[config.mk]
export PLATFORM = sky130hd
export DESIGN_NAME = hazard_ctrl_flat
export DESIGN_NICKNAME = d
export VERILOG_FILES = /design/src/rtl/hazard_ctrl_pkg.sv /design/src/rtl/hazard_ctrl_if.sv /design/src/rtl/hazard_ctrl_sat_counter.sv /design/src/rtl/hazard_ctrl.sv /design/src/flat_wrapper.sv
export SDC_FILE = /design/constraint.sdc
export NUM_CORES = 1
export LEC_CHECK = 0
export CAP_MARGIN = 5
export CORE_MARGIN = 2
export CORE_UTILIZATION = 60
export DETAILED_ROUTE_END_ITERATION = 16
export DONT_BUFFER_PORTS = 1
export GPL_ROUTABILITY_DRIVEN = 0
export PLACE_DENSITY = 0.76
export SETUP_SLACK_MARGIN = 0.15
export SLEW_MARGIN = 20
export SYNTH_ARGS = -nofsm -noshare
export SYNTH_HDL_FRONTEND = slang
export SYNTH_SLANG_ARGS = --single-unit
[constraint.sdc]
create_clock -name clk -period 4.34 [get_ports clk]
set_input_delay 1.302 -clock clk [delete_from_list [all_inputs] [get_ports clk]]
set_output_delay 1.302 -clock clk [all_outputs]
set_load 0.03 [all_outputs]
[src/rtl/hazard_ctrl_pkg.sv]
// hazard_ctrl_pkg: shared register-field constants, FSM encoding and operand-match helper
//   REG_W    : register specifier width
//   REG_ZERO : hard-wired zero register, never a real dependency
//   state_t  : RUN (normal issue) / BUB2 (second bubble of load-then-branch)
package hazard_ctrl_pkg;
   localparam int REG_W = 5;
   localparam logic [REG_W-1:0] REG_ZERO = '0;
   typedef enum logic {RUN = 1'b0, BUB2 = 1'b1} state_t;
   function automatic logic hit(input logic [REG_W-1:0] r, rs, rt, input logic uses_rt);
      return (r != REG_ZERO) && (r == rs || (uses_rt && r == rt));
   endfunction
endpackage

[src/rtl/hazard_ctrl_if.sv]
// hazard_ctrl_if: ID-stage hazard request and pipeline enable bundle
//   master : pipeline side, drives operand/EX/memory status, receives enables and statistics
//   slave  : hazard controller side
interface hazard_ctrl_if import hazard_ctrl_pkg::*; #(parameter int CNT_W = 16);
   logic [REG_W-1:0] id_rs, id_rt, ex_dest;
   logic id_uses_rt, id_branch, id_redirect, ex_mem_read, ex_reg_write, dmem_busy, stat_clr;
   logic pc_write, ifid_write, ifid_flush, nop_sel, idex_write, exmem_write, mem_timeout;
   logic [CNT_W-1:0] stall_cycles;
   modport master (
      output id_rs, id_rt, id_uses_rt, id_branch, id_redirect, ex_mem_read, ex_reg_write, ex_dest, dmem_busy, stat_clr,
      input  pc_write, ifid_write, ifid_flush, nop_sel, idex_write, exmem_write, stall_cycles, mem_timeout
   );
   modport slave (
      input  id_rs, id_rt, id_uses_rt, id_branch, id_redirect, ex_mem_read, ex_reg_write, ex_dest, dmem_busy, stat_clr,
      output pc_write, ifid_write, ifid_flush, nop_sel, idex_write, exmem_write, stall_cycles, mem_timeout
   );
endinterface

[src/rtl/hazard_ctrl_sat_counter.sv]
// hazard_ctrl_sat_counter: saturating up-counter with synchronous clear
//   clk, rst_n : clock, asynchronous active-low reset
//   inc, clr   : count enable, clear (clear wins)
//   q          : count value, sticks at all-ones
module hazard_ctrl_sat_counter #(parameter int W = 8) (
   input  logic         clk,
   input  logic         rst_n,
   input  logic         inc,
   input  logic         clr,
   output logic [W-1:0] q
);
   always_ff @(posedge clk or negedge rst_n)
      if (!rst_n) q <= '0;
      else if (clr) q <= '0;
      else if (inc && !(&q)) q <= q + 1'b1;
endmodule

[src/rtl/hazard_ctrl.sv]
// hazard_ctrl: ID-stage load-use/branch hazard control, memory freeze and stall statistics
//   clk, rst_n : clock, asynchronous active-low reset
//   hz         : hazard_ctrl_if slave - operand/EX/memory status in, pipeline enables,
//                NOP-mux select, IF/ID flush, stall_cycles and sticky mem_timeout out
module hazard_ctrl import hazard_ctrl_pkg::*; #(
   parameter int CNT_W        = 16,
   parameter int MAX_MEM_WAIT = 64
) (
   input logic         clk,
   input logic         rst_n,
   hazard_ctrl_if.slave hz
);
   localparam logic [7:0] LAST_WAIT = 8'(MAX_MEM_WAIT - 1);
   state_t     state;
   logic       hazard, bubble, freeze;
   logic [7:0] wait_cnt;
   assign hazard = hit(hz.ex_dest, hz.id_rs, hz.id_rt, hz.id_uses_rt) &&
                   (hz.ex_mem_read || (hz.id_branch && hz.ex_reg_write));
   assign freeze = hz.dmem_busy;
   assign bubble = !freeze && (state == BUB2 || hazard);
   // reset forces the pipeline quiet and injects a NOP/flush until release
   assign hz.pc_write    = rst_n && !freeze && !bubble;
   assign hz.ifid_write  = rst_n && !freeze && !bubble;
   assign hz.idex_write  = rst_n && !freeze;
   assign hz.exmem_write = rst_n && !freeze;
   assign hz.nop_sel     = !rst_n || bubble;
   // redirect only counts once operands are valid, i.e. no stall or freeze
   assign hz.ifid_flush  = !rst_n || (!freeze && !bubble && hz.id_redirect);
   always_ff @(posedge clk or negedge rst_n)
      if (!rst_n) begin
         state          <= RUN;
         hz.mem_timeout <= 1'b0;
      end else begin
         state          <= freeze ? state : (state == RUN && hazard && hz.id_branch && hz.ex_mem_read) ? BUB2 : RUN;
         hz.mem_timeout <= hz.mem_timeout || (hz.dmem_busy && wait_cnt >= LAST_WAIT);
      end
   hazard_ctrl_sat_counter #(.W(CNT_W)) u_stall (
      .clk(clk), .rst_n(rst_n), .inc(!hz.pc_write), .clr(hz.stat_clr), .q(hz.stall_cycles)
   );
   hazard_ctrl_sat_counter #(.W(8)) u_wait (
      .clk(clk), .rst_n(rst_n), .inc(hz.dmem_busy), .clr(!hz.dmem_busy), .q(wait_cnt)
   );
endmodule
[src/flat_wrapper.sv]
// flat-port wrapper written by rule: the top's interface ports become plain ports
module hazard_ctrl_flat import hazard_ctrl_pkg::*;
#(
   parameter int CNT_W        = 16,
   parameter int MAX_MEM_WAIT = 64
)
  (clk, rst_n, hz_id_rs, hz_id_rt, hz_id_uses_rt, hz_id_branch, hz_id_redirect, hz_ex_mem_read, hz_ex_reg_write, hz_ex_dest, hz_dmem_busy, hz_stat_clr, hz_pc_write, hz_ifid_write, hz_ifid_flush, hz_nop_sel, hz_idex_write, hz_exmem_write, hz_stall_cycles, hz_mem_timeout);
  hazard_ctrl_if #(.CNT_W(CNT_W)) hz_i ();
  input logic clk;
  input logic rst_n;
  input wire logic [$bits(hz_i.id_rs)-1:0] hz_id_rs;
  input wire logic [$bits(hz_i.id_rt)-1:0] hz_id_rt;
  input wire logic [$bits(hz_i.id_uses_rt)-1:0] hz_id_uses_rt;
  input wire logic [$bits(hz_i.id_branch)-1:0] hz_id_branch;
  input wire logic [$bits(hz_i.id_redirect)-1:0] hz_id_redirect;
  input wire logic [$bits(hz_i.ex_mem_read)-1:0] hz_ex_mem_read;
  input wire logic [$bits(hz_i.ex_reg_write)-1:0] hz_ex_reg_write;
  input wire logic [$bits(hz_i.ex_dest)-1:0] hz_ex_dest;
  input wire logic [$bits(hz_i.dmem_busy)-1:0] hz_dmem_busy;
  input wire logic [$bits(hz_i.stat_clr)-1:0] hz_stat_clr;
  output wire logic [$bits(hz_i.pc_write)-1:0] hz_pc_write;
  output wire logic [$bits(hz_i.ifid_write)-1:0] hz_ifid_write;
  output wire logic [$bits(hz_i.ifid_flush)-1:0] hz_ifid_flush;
  output wire logic [$bits(hz_i.nop_sel)-1:0] hz_nop_sel;
  output wire logic [$bits(hz_i.idex_write)-1:0] hz_idex_write;
  output wire logic [$bits(hz_i.exmem_write)-1:0] hz_exmem_write;
  output wire logic [$bits(hz_i.stall_cycles)-1:0] hz_stall_cycles;
  output wire logic [$bits(hz_i.mem_timeout)-1:0] hz_mem_timeout;
  assign hz_i.id_rs = hz_id_rs;
  assign hz_i.id_rt = hz_id_rt;
  assign hz_i.id_uses_rt = hz_id_uses_rt;
  assign hz_i.id_branch = hz_id_branch;
  assign hz_i.id_redirect = hz_id_redirect;
  assign hz_i.ex_mem_read = hz_ex_mem_read;
  assign hz_i.ex_reg_write = hz_ex_reg_write;
  assign hz_i.ex_dest = hz_ex_dest;
  assign hz_i.dmem_busy = hz_dmem_busy;
  assign hz_i.stat_clr = hz_stat_clr;
  assign hz_pc_write = hz_i.pc_write;
  assign hz_ifid_write = hz_i.ifid_write;
  assign hz_ifid_flush = hz_i.ifid_flush;
  assign hz_nop_sel = hz_i.nop_sel;
  assign hz_idex_write = hz_i.idex_write;
  assign hz_exmem_write = hz_i.exmem_write;
  assign hz_stall_cycles = hz_i.stall_cycles;
  assign hz_mem_timeout = hz_i.mem_timeout;
  hazard_ctrl #(.CNT_W(CNT_W), .MAX_MEM_WAIT(MAX_MEM_WAIT)) u_core (.clk(clk), .rst_n(rst_n), .hz(hz_i));
endmodule
==> summary.md, run 1 <==
| Metric | Value |
|---|---|
| Post-CTS Setup Repair Bufs | `0` |
| Detailed Route WL | `3470 um` |
| Drc violations | `0` |
| Mean Syn Cell Area | `9.665 um^2` |
| Max Fclk | `0.2556 GHz` |
| Reg clk slew, reported paths | `140 ps` |
| Cell area power density | `roughly 260 nW/um^2` |
| Seq cells post-synth | `26` |
| Setup Skew | `3.072 ps` |
| Synth area leader | `dfrtp_1` |
| Clock Latency Late Sink | `320 ps` |
| Grt met2 use | `0.4010` |
| Post_cts resized | `0` |
| Root buf cell | `clkbuf_4` |
| Setup TNS | `0 ps` |
| Worst slew pin tran | `464.1 ps` |
| Detailed placement HPWL | `2570 um` |
| Fillers | `240` |
| Starting density of the core | `0.6293` |
| Main synth FF type | `dfrtp_1` |
| Number of global-route vias before repair | `approximately 1400` |
| Most frequent cell after synthesis | `dfrtp_1` |
| TritonCTS clock tree | `built` |
| # setup viols final | `0` |
| Fin worst setup slack | `427.8 ps` |
| EDFF count, synth | `0` |
| RSZ-0062 raised after global routing | `no` |
| Area Growth Syn to Fin | `3.491%` |
| Max-slew violations | `0` |
| Max rail drop VDD | `between 0.0002 and 0.0003 V` |
| CTS buffer count | `3` |
| Crit path time final | `a little under 4000 ps` |
| Relative slew slack | `0.6906` |
| WP data arrival | `about 2600 ps` |
| Synth top cells by count | `26 x dfrtp_1, 20 x nor2_1, 12 x xor2_1, 9 x a21oi_1, 9 x nand2_1` |
| Chip width | `57.55 um` |
| Post-DRT Antenna Nets | `0` |
| Sink Count | `26` |
| Static Leakage | `roughly 0.69 nW` |
| Status | `finished, final reports clean` |
| Async set or reset register ratio after synthesis | `1.000` |
| Antenna violations before repair | `0` |
| IO Port Bufs | `0` |
| Cell area after synthesis | `~1700 um^2` |
| CP Launch Type | `input pin` |
| Critical Path End Type | `primary output` |
| Drt initial violations | `49` |
| Syn nets | `204` |
| Grt peak-use layer | `met2` |
| DR vias | `between 1000 and 1500` |
| Avg WL per Cell | `16.60 um` |
| Antenna Diode Count | `0` |
| Pre-CTS setup slack | `approximately 430 ps` |
| Crit Path Class | `in -> out` |
| Final Hold Viols | `0` |
| Area of the core | `2734 um^2` |
| Chip height | `between 50 and 60 um` |
| Total Power | `around 0.47 mW` |
| Share of post-route cells with drive strength above 1 | `0.1236` |
| FP Rows | `19` |
| Htree depth | `1` |
| Count of different cell masters after synthesis | `41` |
| # hold bufs at CTS | `0` |
| Hold Path Class | `reg -> reg` |
| Synth warn | `0` |
| Total gr overflow | `0` |
| Required time of the critical path | `3040 ps` |
| Register area share after synthesis | `0.3782` |
| Met1 GRT Util | `0.2464` |
| Global-route usage over all layers | `0.2250` |
| GR Util met3 | `0.06803` |
| First-pass GRT wire length | `5802 um` |
| Via density | `approximately 6.4` |
| Final layout net count | `205` |
| IO Pins | `47` |
| Synth top area share | `0.3782` |
| First-pass DRT Iterations | `4` |
| Crit Path Max Fanout | `3` |
| Dominant cells by area after synthesis | `dfrtp_1 38%, xor2_1 6.1%, nor2_1 4.4%` |
| Fin crit share | `0.9014` |
| Post-Syn Instances | `~180` |
| Worst-case clock buffer depth | `2` |
| Largest net degree at the start of global routing | `30` |
| DIE AREA | `3311 um^2` |
| Max-cap viol count | `0` |
-- power by group --
| group | total (mW) | leakage, nW | internal [mW] | switching, mW |
|---|---|---|---|---|
| clock | 0.168 | 0.0279 | 0.0934 | 0.0742 |
| combinational | 0.0444 | 0.304 | 0.0180 | 0.0264 |
| sequential | 0.259 | 0.355 | 0.248 | 0.0120 |
| total | 0.472 | 0.686 | 0.359 | 0.113 |
-- logic make-up after synthesis --
group / synth area share
simple gates: 0.3055
compound gates: 0.1178
flops: 0.3782
buf+inv: 0.05963
xor+xnor: 0.06618
mux: 0.05818
fa+ha+maj: 0.01454
-- final timing paths --
| path | startpoint | end | slack, ps | cells after the start |
|---|---|---|---|---|
| max | hz_ex_dest[0] | hz_ifid_flush | 430 | 5 |
| min | u_core.u_wait.q[2] | u_core.u_wait.q[2] | 550 | 1 |
| max reg2reg | u_core.u_stall.q[3] | u_core.u_stall.q[8] | 2010 | 7 |
| min reg2reg | u_core.u_wait.q[2] | u_core.u_wait.q[2] | 550 | 1 |
| max in group asynchronous | rst_n | u_core.u_stall.q[2] | 3620 | 0 |
| min in group asynchronous | rst_n | u_core.u_wait.q[6] | 640 | 0 |
-- stage by stage --
| stage | util | instance area, um^2 | hold slack [ps] | cells |
|---|---|---|---|---|
| 2_1_floorplan | - | 1728 | 485.8 | 178 |
| 6_report | 0.6513 | 1780 | 549.2 | 209 |
| 5_1_grt | 0.6513 | 1780 | 571.4 | 209 |
| 4_1_cts | 0.6513 | 1780 | 540.5 | 209 |
| 3_3_place_gp | 0.6320 | 1728 | 516.5 | 205 |
| 3_5_place_dp | 0.6320 | 1728 | 521.5 | 205 |
-- layout by cell type (no fill, tap or decap), types with 2 or more instances in the layout --
master	n
nand4_1	6
mux2_1	6
buf_4	4
nand3_1	7
inv_1	8
o31ai_1	6
nor4_2	3
or4_1	7
nor2b_1	8
o41ai_2	2
clkbuf_4	3
o21ai_0	8
dfrtp_1	26
nand2_1	9
mux2_2	2
nor3_1	4
xor2_1	12
nor4_4	3
nor2_1	20
ha_1	2
and3_1	3
or3_1	4
a21oi_1	9
-- area by class of cell --
type                            instances  area (um^2)  area share
Clock buffer                            3        22.52     0.01265
Clock inverter                          1        30.03     0.01687
Inverter                                9        33.78     0.01897
Multi-Input combinational cell        135        974.7      0.5474
Sequential cell                        26        650.6      0.3654
Tap cell                               31        38.79     0.02178
Timing Repair Buffer                    4        30.03     0.01687
-- worst max-delay path, cell delays in order --
cell,delay [ps]
or4_1,500
o21ai_0,270
nor2_1,120
o41ai_2,200
buf_4,210
-- per-layer routing --
| metal | wire [um] | share of wire |
|---|---|---|
| met3 | 242 | 0.070 |
| met1 | 1321 | 0.38 |
| met4 | 49 | 0.014 |
| met5 | 0 | 0 |
| met2 | 1856 | 0.53 |
-- state kept, by name, indices dropped and copies added, names as in the netlist --
name,cells
u_core.hz.mem_timeout,1
u_core.state,1
u_core.u_stall.q,16
u_core.u_wait.q,8
No activity file was read; power rests on OpenSTA's default activity.
==> run 2, diff against run 1 <==
--- a/config.mk
+++ b/config.mk
@@ -6,12 +6,14 @@
 export NUM_CORES = 1
 export LEC_CHECK = 0
 export CAP_MARGIN = 5
+export CELL_PAD_IN_SITES_DETAIL_PLACEMENT = 1
+export CELL_PAD_IN_SITES_GLOBAL_PLACEMENT = 2
 export CORE_MARGIN = 2
-export CORE_UTILIZATION = 60
+export CORE_UTILIZATION = 38
 export DETAILED_ROUTE_END_ITERATION = 16
 export DONT_BUFFER_PORTS = 1
 export GPL_ROUTABILITY_DRIVEN = 0
-export PLACE_DENSITY = 0.76
+export PLACE_DENSITY_LB_ADDON = 0.1
 export SETUP_SLACK_MARGIN = 0.15
 export SLEW_MARGIN = 20
 export SYNTH_ARGS = -nofsm -noshare
==> run 2 against run 1 <==
- clock skew up 3.3 ps
- worst setup slack got worse by 35 ps
- critical path type unchanged
- via count up 0.30%
- largest cell class unchanged
- largest power group unchanged
- critical endpoint unchanged
==> summary.md, run 2 (synthesis gave the netlist of run 1 again) <==
| Metric | Value |
|---|---|
| Status | `finished, final reports clean` |
| Commonest non-fill, non-tap cell in the layout | `dfrtp_1` |
| Origin of the critical flop-to-flop path | `u_core.u_stall.q[3]` |
| Critical-path cell list | `or4_1 -> o21ai_0 -> nor2_1 -> o41ai_2 -> buf_4` |
| Antenna violations before repair | `0 (unchanged)` |
| Share of post-route cells with drive strength above 1 | `0.1285 (+0.004896)` |
| Dpl cell area | `1762 um^2 (+2.0%)` |
| Worst Hold Path EP | `u_core.u_wait.q[2]` |
| Antenna Diode Count | `0 (unchanged)` |
| WP data arrival | `2650 ps (+40 ps)` |
| Area of the core | `4354 um^2 (+59%)` |
| Setup slack, reg-to-reg | `1640 ps (-370 ps)` |
| Via density | `5.779 (-9.3%)` |
| Chip height | `71.29 um (+24%)` |
| Most frequent cells in the layout | `26 x dfrtp_1, 20 x nor2_1, 12 x xor2_1` |
| Max reg flops | `16 (unchanged)` |
| Post-CTS Setup Repair Bufs | `0 (unchanged)` |
| Setup Skew | `6.358 ps (+3.286 ps)` |
| Biggest regs | `u_core.u_stall.q x16, u_core.u_wait.q x8` |
| Hold Path Class | `reg -> reg` |
| Relative slew slack | `0.5587 (-0.1318)` |
| Htree depth | `1 (unchanged)` |
| Reg-to-Reg End | `u_core.u_stall.q[14]` |
| Worst-case clock buffer depth | `2 (unchanged)` |
| Area Growth Syn to Fin | `5.600%` |
| Crit path time final | `3948 ps (+35.38 ps)` |
| Clock Latency Late Sink | `280 ps (-40 ps)` |
| DR vias | `1335 (+0.30%)` |
| Slowest stage cell on the critical path | `or4_1` |
| Post-DRT Antenna Nets | `0 (unchanged)` |
| IO Port Bufs | `0 (unchanged)` |
| Detailed placement HPWL | `2918 um (+14%)` |
| # setup viols final | `0 (unchanged)` |
| Placed insts | `227 (+11%)` |
| Global-route usage over all layers | `0.1602 (-0.06476)` |
| Root buf cell | `clkbuf_8` |
| Total gr overflow | `0 (unchanged)` |
| Crit Path Max Fanout | `3 (unchanged)` |
| Fin crit share | `0.9096 (+0.008152)` |
| Max rail drop VDD | `0.0001016 V (-64%)` |
| DIE AREA | `5082 um^2 (+53%)` |
| Sink Count | `26 (unchanged)` |
| CTS buffer count | `3 (unchanged)` |
| Max incr delay on CP | `510 ps (about the same)` |
| Avg WL per Cell | `17.21 um (+3.6%)` |
| Chip width | `71.29 um (+24%)` |
| Max-slew violations | `0 (unchanged)` |
| First-pass DRT Iterations | `4 (unchanged)` |
| CP Launch Type | `input pin` |
| Hold Startpoint | `u_core.u_wait.q[2]` |
| Max-cap viol count | `0 (unchanged)` |
| Critical Path End Type | `primary output` |
| Design area | `1817 um^2 (+2.0%)` |
| Detailed Route WL | `3975 um (+15%)` |
| Max Fclk | `0.2533 GHz (-0.90%)` |
| IO Pins | `47 (unchanged)` |
| Cell area power density | `258.1 nW/um^2 (-2.5%)` |
| # hold bufs at CTS | `0 (unchanged)` |
| Worst R2R Path Depth | `7 (unchanged)` |
| Starting density of the core | `0.3951 (-0.2342)` |
| TritonCTS clock tree | `built` |
| RSZ-0062 raised after global routing | `no` |
| Crit Path Class | `in -> out` |
| Drt initial violations | `40 (-18%)` |
| Post-Layout Cell Count | `231 (+11%)` |
| FP Rows | `24 (+5)` |
| WHS Path Cells | `1 (unchanged)` |
| Reg clk slew, reported paths | `100 ps (-40 ps)` |
| Final Hold Viols | `0 (unchanged)` |
| Setup TNS | `0 ps (unchanged)` |
| Number of global-route vias before repair | `1343 (-1.3%)` |
| Worst slew pin tran | `658.3 ps (+194.2 ps)` |
| Final core occ | `0.4172 (-0.2340)` |
| Static Leakage | `0.6925 nW (+0.92%)` |
| Hold slack | `549.2 ps (-0.02300 ps)` |
| Post_cts resized | `0 (unchanged)` |
| Most flops, register | `u_core.u_stall.q` |
| Final layout net count | `206 (+0.49%)` |
| First-pass GRT wire length | `6548 um (+13%)` |
| Largest net degree at the start of global routing | `30 (unchanged)` |
| Fillers | `509 (+110%)` |
| Required time of the critical path | `3040 ps (about the same)` |
| Drc violations | `0 (unchanged)` |
## run 2: area by class of cell
type / instances / area, um^2 / share of cell area
clock buffer: 4 / 55.05 / 0.03030
inverter: 9 / 33.78 / 0.01860
multi-input combinational: 135 / 974.7 / 0.5365
sequential: 26 / 650.6 / 0.3581
tap: 52 / 65.06 / 0.03581
timing repair buffer: 5 / 37.54 / 0.02066
## run 2: how the worst max path moves through the flow
stage	slack [ps]	cells past startpoint	start	endpoint
CTS	380	5	hz_ex_dest[0]	hz_ifid_flush
global placement	430	5	hz_ex_dest[0]	hz_ifid_flush
detailed placement	390	5	hz_ex_dest[0]	hz_ifid_flush
floorplan	270	4	hz_ex_dest[0]	hz_ifid_flush
finish	390	5	hz_ex_dest[0]	hz_ifid_flush
global route	300	5	hz_ex_dest[0]	hz_ifid_flush
## run 2: power breakdown
group          total [mW]  internal (mW)  switching, mW
logic              0.0449         0.0181         0.0268
registers           0.260          0.247         0.0123
clock network       0.165         0.0814         0.0831
total               0.469          0.347          0.122
## run 2: metrics by stage
stage / worst slack, ps / total power, mW
3_5_place_dp: 386.4 / 0.3094
6_report: 392.4 / 0.4690
3_3_place_gp: 429.3 / 0.3071
4_1_cts: 384.8 / 0.4740
2_1_floorplan: 267.5 / 0.3073
5_1_grt: 302.6 / 0.4898
## run 2: routing by layer
metal	GRT usage	wire length, um	vias to the layer above
met1	0.1896	1679	654
met5	0	0	-
met4	0.05031	49	0
met3	0.03938	203	5
li1	-	-	643
met2	0.2850	2042	33
## run 2: worst max-delay path, delay by kind of cell
family	cells	cell delay (ps)
AO/OA/AOI/OAI	2	500
buffers and inverters	1	210
AND/OR/NAND/NOR	2	640
